===== src/rtl/doodle_pkg.sv =====
// Shared constants and types for the score display path.
package doodle_pkg;

    localparam int SCORE_W = 20;
    localparam int DIGITS  = 6;
    localparam int SR_W    = 4 * DIGITS + SCORE_W;
    localparam logic [SCORE_W-1:0] MAX_SCORE = 20'd999999;

    typedef logic [3:0] bcd_t;

    typedef enum logic [1:0] {
        IDLE  = 2'd0,
        SHIFT = 2'd1,
        DONE  = 2'd2
    } bcd_state_t;

endpackage


===== src/rtl/score_bcd_display_if.sv =====
// Frame trigger, score input and BCD display outputs of the score converter.
interface score_bcd_display_if;
    import doodle_pkg::*;

    logic                  frame_clk;
    logic [SCORE_W-1:0]    Score;
    logic [4*DIGITS-1:0]   bcd_digits;
    logic [DIGITS-1:0]     blank_mask;
    logic [SCORE_W-1:0]    hi_score;
    logic                  overflow;
    logic                  busy;
    logic                  done;

    modport master (
        output frame_clk, Score,
        input  bcd_digits, blank_mask, hi_score, overflow, busy, done
    );

    modport slave (
        input  frame_clk, Score,
        output bcd_digits, blank_mask, hi_score, overflow, busy, done
    );

endinterface


===== src/rtl/bcd_add3.sv =====
// Double-dabble nibble correction: add 3 to any digit of 5 or more.
module bcd_add3
    import doodle_pkg::*;
(
    input  bcd_t d,
    output bcd_t q
);

    assign q = (d >= 4'd5) ? d + 4'd3 : d;

endmodule


===== src/rtl/score_bcd_display.sv =====
// Once per frame, clamps Score and converts it to six BCD digits with a
// sequential double-dabble; also tracks the high score and leading-zero blanking.
module score_bcd_display
    import doodle_pkg::*;
(
    input  logic                Clk,
    input  logic                Reset,
    score_bcd_display_if.slave  bus
);

    localparam logic [4:0] LAST_ITER = 5'(SCORE_W - 1);

    logic                 sync_meta, sync_q, sync_qq;
    logic                 fc_rise;
    bcd_state_t           state;
    logic [4:0]           iter;
    logic [SR_W-1:0]      sr;
    logic [SR_W-1:0]      sr_next;
    logic [4*DIGITS-1:0]  bcd_corr;
    logic [SCORE_W-1:0]   cap;

    logic [4*DIGITS-1:0]  bcd_q;
    logic [DIGITS-1:0]    mask_q;
    logic [SCORE_W-1:0]   hi_q;
    logic                 ovf_q, busy_q, done_q;

    function automatic logic [SCORE_W-1:0] sat_score(input logic [SCORE_W-1:0] s);
        return (s > MAX_SCORE) ? MAX_SCORE : s;
    endfunction

    // Bit i is set when digit i and every more significant digit are zero.
    function automatic logic [DIGITS-1:0] lead_zero_mask(input logic [4*DIGITS-1:0] d);
        logic [DIGITS-1:0] m;
        logic              all_zero;
        m        = '0;
        all_zero = 1'b1;
        for (int i = DIGITS - 1; i >= 1; i--) begin
            all_zero = all_zero & (d[4*i +: 4] == 4'd0);
            m[i]     = all_zero;
        end
        return m;
    endfunction

    assign fc_rise = sync_q & ~sync_qq;
    assign cap     = sat_score(bus.Score);

    for (genvar g = 0; g < DIGITS; g++) begin : g_add3
        bcd_add3 u_add3 (
            .d (sr[SCORE_W + 4*g +: 4]),
            .q (bcd_corr[4*g +: 4])
        );
    end

    assign sr_next = {bcd_corr, sr[SCORE_W-1:0]} << 1;

    // Shift register is pure datapath; it is always reloaded before use.
    always_ff @(posedge Clk) begin
        if (state == IDLE && fc_rise)
            sr <= {{(4*DIGITS){1'b0}}, cap};
        else if (state == SHIFT)
            sr <= sr_next;
    end

    always_ff @(posedge Clk or posedge Reset) begin
        if (Reset) begin
            sync_meta <= 1'b0;
            sync_q    <= 1'b0;
            sync_qq   <= 1'b0;
            state     <= IDLE;
            iter      <= '0;
            bcd_q     <= '0;
            mask_q    <= {{(DIGITS-1){1'b1}}, 1'b0};
            hi_q      <= '0;
            ovf_q     <= 1'b0;
            busy_q    <= 1'b0;
            done_q    <= 1'b0;
        end else begin
            sync_meta <= bus.frame_clk;
            sync_q    <= sync_meta;
            sync_qq   <= sync_q;
            done_q    <= 1'b0;
            unique case (state)
                IDLE: begin
                    if (fc_rise) begin
                        ovf_q  <= (bus.Score > MAX_SCORE);
                        if (cap > hi_q)
                            hi_q <= cap;
                        iter   <= '0;
                        busy_q <= 1'b1;
                        state  <= SHIFT;
                    end
                end
                SHIFT: begin
                    iter <= iter + 5'd1;
                    if (iter == LAST_ITER)
                        state <= DONE;
                end
                DONE: begin
                    bcd_q  <= sr[SR_W-1 -: 4*DIGITS];
                    mask_q <= lead_zero_mask(sr[SR_W-1 -: 4*DIGITS]);
                    done_q <= 1'b1;
                    busy_q <= 1'b0;
                    state  <= IDLE;
                end
                default: state <= IDLE;
            endcase
        end
    end

    assign bus.bcd_digits = bcd_q;
    assign bus.blank_mask = mask_q;
    assign bus.hi_score   = hi_q;
    assign bus.overflow   = ovf_q;
    assign bus.busy       = busy_q;
    assign bus.done       = done_q;

endmodule


===== src/flat_wrapper.sv =====
// flat-port wrapper written by rule: the top's interface ports become plain ports
module score_bcd_display_flat import doodle_pkg::*;
  (Clk, Reset, bus_frame_clk, bus_Score, bus_bcd_digits, bus_blank_mask, bus_hi_score, bus_overflow, bus_busy, bus_done);
  score_bcd_display_if bus_i ();
  input  logic Clk;
  input  logic Reset;
  input wire logic [$bits(bus_i.frame_clk)-1:0] bus_frame_clk;
  input wire logic [$bits(bus_i.Score)-1:0] bus_Score;
  output wire logic [$bits(bus_i.bcd_digits)-1:0] bus_bcd_digits;
  output wire logic [$bits(bus_i.blank_mask)-1:0] bus_blank_mask;
  output wire logic [$bits(bus_i.hi_score)-1:0] bus_hi_score;
  output wire logic [$bits(bus_i.overflow)-1:0] bus_overflow;
  output wire logic [$bits(bus_i.busy)-1:0] bus_busy;
  output wire logic [$bits(bus_i.done)-1:0] bus_done;
  assign bus_i.frame_clk = bus_frame_clk;
  assign bus_i.Score = bus_Score;
  assign bus_bcd_digits = bus_i.bcd_digits;
  assign bus_blank_mask = bus_i.blank_mask;
  assign bus_hi_score = bus_i.hi_score;
  assign bus_overflow = bus_i.overflow;
  assign bus_busy = bus_i.busy;
  assign bus_done = bus_i.done;
  score_bcd_display u_core (.Clk(Clk), .Reset(Reset), .bus(bus_i));
endmodule

===== config.mk =====
export PLATFORM = sky130hd
export DESIGN_NAME = score_bcd_display_flat
export DESIGN_NICKNAME = d
export VERILOG_FILES = /design/src/rtl/doodle_pkg.sv /design/src/rtl/score_bcd_display_if.sv /design/src/rtl/bcd_add3.sv /design/src/rtl/score_bcd_display.sv /design/src/flat_wrapper.sv
export SDC_FILE = /design/constraint.sdc
export NUM_CORES = 1
export LEC_CHECK = 0
export CORE_ASPECT_RATIO = 0.7
export CORE_MARGIN = 3
export CORE_UTILIZATION = 54
export DETAILED_ROUTE_END_ITERATION = 10
export GPL_ROUTABILITY_DRIVEN = 0
export PLACE_DENSITY = 0.86
export SYNTH_ARGS = -nofsm -noshare
export SYNTH_HDL_FRONTEND = slang
export SYNTH_SLANG_ARGS = --single-unit

===== constraint.sdc =====
create_clock -name Clk -period 2.6 [get_ports Clk]
set_clock_uncertainty 0.15 [all_clocks]
set_input_delay 0.52 -clock Clk [delete_from_list [all_inputs] [get_ports Clk]]
set_output_delay 0.52 -clock Clk [all_outputs]
set_load 0.05 [all_outputs]

==> reports/qor.yml <==
status:
  status: "finished, violations left"
  violations: "setup timing"
global_routing:
  grt_usage: 0.2584
  grt_pass1_vias: 4362
  grtUsageMet1: 0.3311
  grtUsageMet3: 0.04584
  grt_first_pass_wirelength_mm: 21.72
  busiest_layer: "met2"
  grt_max_degree: 63
  antenna_found_initial: 0
  grt_overflow: 0
  met2_usage: 0.4438
clock_network:
  cts_buffers: 9
  clockBufferDepth: 2
  cts-hold-fix-buffers: 0
  cts_num_sinks: 106
  tritoncts: "done"
  clkLatencyLatePin_ps: 340
  cts_max_level: 3
  cts-root-buf: "clkbuf_16"
  clkTransAtPathRegs_ps: 70
worst_setup_path:
  reg2reg_to: "u_core.bus.hi_score[7]"
  crit_end: "u_core.bus.hi_score[7]"
  r2r_start: "u_core.bus.hi_score[16]"
  path_max_fanout: 6
  cp.required_ps: 2670
  path_class: "primary input to register"
  reg2regPathDepth: 10
  cp.arrival_ps: 3390
  reg2reg_slack_ps: -280
  cp-end-kind: "register"
  crit_path_start_kind: "primary input"
  crit_start: "bus_Score[8]"
synth:
  avgSynthCellArea_um2: 9.988
  ys_warn_count: 0
  syn_nets: 580
  yosysSeqAreaShare: 0.5081
  syn-cell-area_um2: 5194
  synthCells: 520
  synth_seq_cells: 106
  synthDistinctLibCells: 41
cells_and_area:
  register_area_um2: 2639
  nFillCells: 573
  post-route-util: 0.7452
  nNetsFinal: 689
  drive_above_1_share: 0.2082
  area_growth_pct: 32.23
  final_cells: 758
  multiInputGateArea_um2: 2464
  antenna_cells: 0
timing:
  tns_ps: -12830
  timing.final.crit_share: 1.276
  fin_ws_ps: -718.6
  drv_slew: 0
  rsz0062_at_grt: "yes"
  hold_violations: 0
  slew_headroom: 0.5355
  period_needed_ps: 3319
  worst_slew_pin_slew_ps: 695.3
  final-setup-viol-count: 20
  fmax_mhz: 301.3
drt:
  viasPerCell: 5.602
  first_pass_iters: 4
  antenna_left: 0
  routed_wirelength_mm: 13.44
  wl_per_cell_um: 17.73
  drcViolationCount: 0
  vias: 4246
  drt_iter0_markers: 312
placement:
  placed_cells: 733
  dp_slack_ps: -1297
  detailed_place_hpwl_mm: 8.649
  port-buffer-count: 74
die:
  start_util: 0.5635
  row_count: 29
  die_w_um: 123.2
  core_um2: 9216
  dieArea_um2: 10850
  dieHeight_um: 88.05
  io_pins: 76
power_and_ir_drop:
  p_leak_uw: 0.003162
  ir_worst_vdd_mv: 0.6072
  p_per_area_nw_per_um2: 1214
run:
  max_cap_viol_count: 0
worst_hold_path:
  hold_class: "register to register"
## cell families after synthesis
| group | Yosys count | synth area share |
|---|---|---|
| buffers and inverters | 62 | 0.04914 |
| AOI/OAI and AO/OA | 88 | 0.09275 |
| other | 1 | 0.0007220 |
| muxes | 31 | 0.07974 |
| and+or+nand+nor | 184 | 0.1619 |
| adders and majority gates | 37 | 0.08913 |
| DFF | 106 | 0.5081 |
| xor gates and xnor gates | 11 | 0.01855 |
## Yosys cell counts
master	count	area, µm²
and2_1	5	31.28
nand3_1	29	145.1
buf_2	3	15.01
a31oi_1	1	6.260
dfstp_2	5	131.4
or2_2	6	37.54
a221o_1	1	10.01
nor4b_1	1	8.760
xnor2_1	6	52.55
dfrtp_1	57	1426
buf_1	1	3.750
nor3_1	3	15.01
inv_1	36	135.1
ha_1	37	462.9
or4b_1	1	10.01
a21oi_1	28	140.1
o21bai_1	1	7.510
mux2_2	11	123.9
nand2_1	94	352.8
buf_4	1	7.510
nor4b_2	1	15.01
xor2_1	5	43.79
nand2b_1	8	50.05
o221ai_1	1	8.760
mux2_4	18	270.3
nand4_1	8	50.05
nor4_1	1	6.260
nand4bb_1	1	11.26
a211oi_1	1	7.510
buf_6	2	22.52
a22o_1	1	8.760
o21ai_0	45	225.2
o31ai_1	7	52.55
nor2b_1	4	25.02
nor2_1	22	82.58
conb_1	1	3.750
dfxtp_1	24	480.5
edfxtp_1	20	600.6
mux2i_1	2	20.02
clkbuf_1	19	71.32
a21o_1	2	15.01
## per-layer routing
metal	vias to the layer above	part of all wire
met5	-	0
met4	0	0.027
met3	36	0.053
met2	133	0.49
met1	2098	0.43
li1	1979	-
## sequential cells by signal, summed over array words and instances, names as in the netlist
signal / cells
u_core.bus.bcd_digits: 24
u_core.bus.blank_mask: 5
u_core.bus.busy: 1
u_core.bus.done: 1
u_core.bus.hi_score: 20
u_core.bus.overflow: 1
u_core.iter: 5
u_core.sr: 44
u_core.state: 2
u_core.sync_meta: 1
u_core.sync_q: 1
u_core.sync_qq: 1
## where the power goes
| group | total (µW) | internal [µW] | leakage, µW | switching (µW) |
|---|---|---|---|---|
| registers | 2910 | 2420 | 0.00120 | 497 |
| clock network | 1410 | 764 | 0.000153 | 643 |
| logic | 4010 | 1610 | 0.00181 | 2400 |
| total | 8340 | 4790 | 0.00316 | 3540 |
## critical path, cell delays in order
cell and delay, ps:
clkdlybuf4s15_2 220, o31ai_4 230, a31oi_4 130, buf_6 160, buf_4 130, or2_2 300, ha_1 350, nand2_1 100
o21ai_1 140, a211oi_1 90, a221o_2 440, buf_6 140, buf_12 130, mux2_4 300
## metrics by stage
stage	power, µW	hold WS, ps	cell area, µm²
floorplan	5461	181.2	5248
global placement	6457	187.7	6361
detailed placement	6712	197.2	6361
CTS	8266	215.2	6889
global route	8823	234.9	6868
finish	8335	213.0	6868
## worst min path at each step
stage,start,end,slack [ps],cells past startpoint
after floorplan,u_core.sync_meta,u_core.sync_q,180,0
after global placement,u_core.sync_meta,u_core.sync_q,190,0
after global routing,u_core.sync_meta,u_core.sync_q,230,0
after CTS,u_core.sync_meta,u_core.sync_q,220,0
after detailed placement,u_core.sync_meta,u_core.sync_q,200,0
final,u_core.sync_meta,u_core.sync_q,210,0
## placed cells by master, fill, tap and decap left out, types with 2 or more instances in the layout
cell type        count
ha_4                 5
clkinv_4             2
nand2b_1             8
or2_2                3
mux2_2              11
nor2_1              22
nand4_1              8
xnor2_1              6
dfxtp_1             24
inv_6                2
xor2_1               5
o31ai_1              6
clkbuf_16            9
mux2_4              18
dlygate4sd2_1        4
dfstp_2              5
buf_4               41
nand3_1             29
inv_1               35
nor2b_4              3
buf_6               10
o21ai_0             44
a21o_1               2
dfrtp_1             57
ha_1                32
or2_4                3
edfxtp_1            20
and2_1               5
a21oi_1             27
buf_2                2
nor3_1               2
buf_12               3
mux2i_1              2
nand2_1             94
clkdlybuf4s50_1     60
clkdlybuf4s15_2      2
## repair_timing
item,CTS,global route
setup endpoints to repair,20,20
pin swaps,13,7
resized for setup,61,9
cloned,2,0
buffers inserted,9,0
## cell type report
cell class                 instances  share of cell area
multi-input combinational        352              0.3587
inverter                          36             0.01968
sequential                       106              0.3842
clock buffer                       9             0.03279
clock inverter                     7             0.01257
timing repair buffer             124              0.1694
tap                              124             0.02259
No activity file was read; power rests on OpenSTA's default activity.
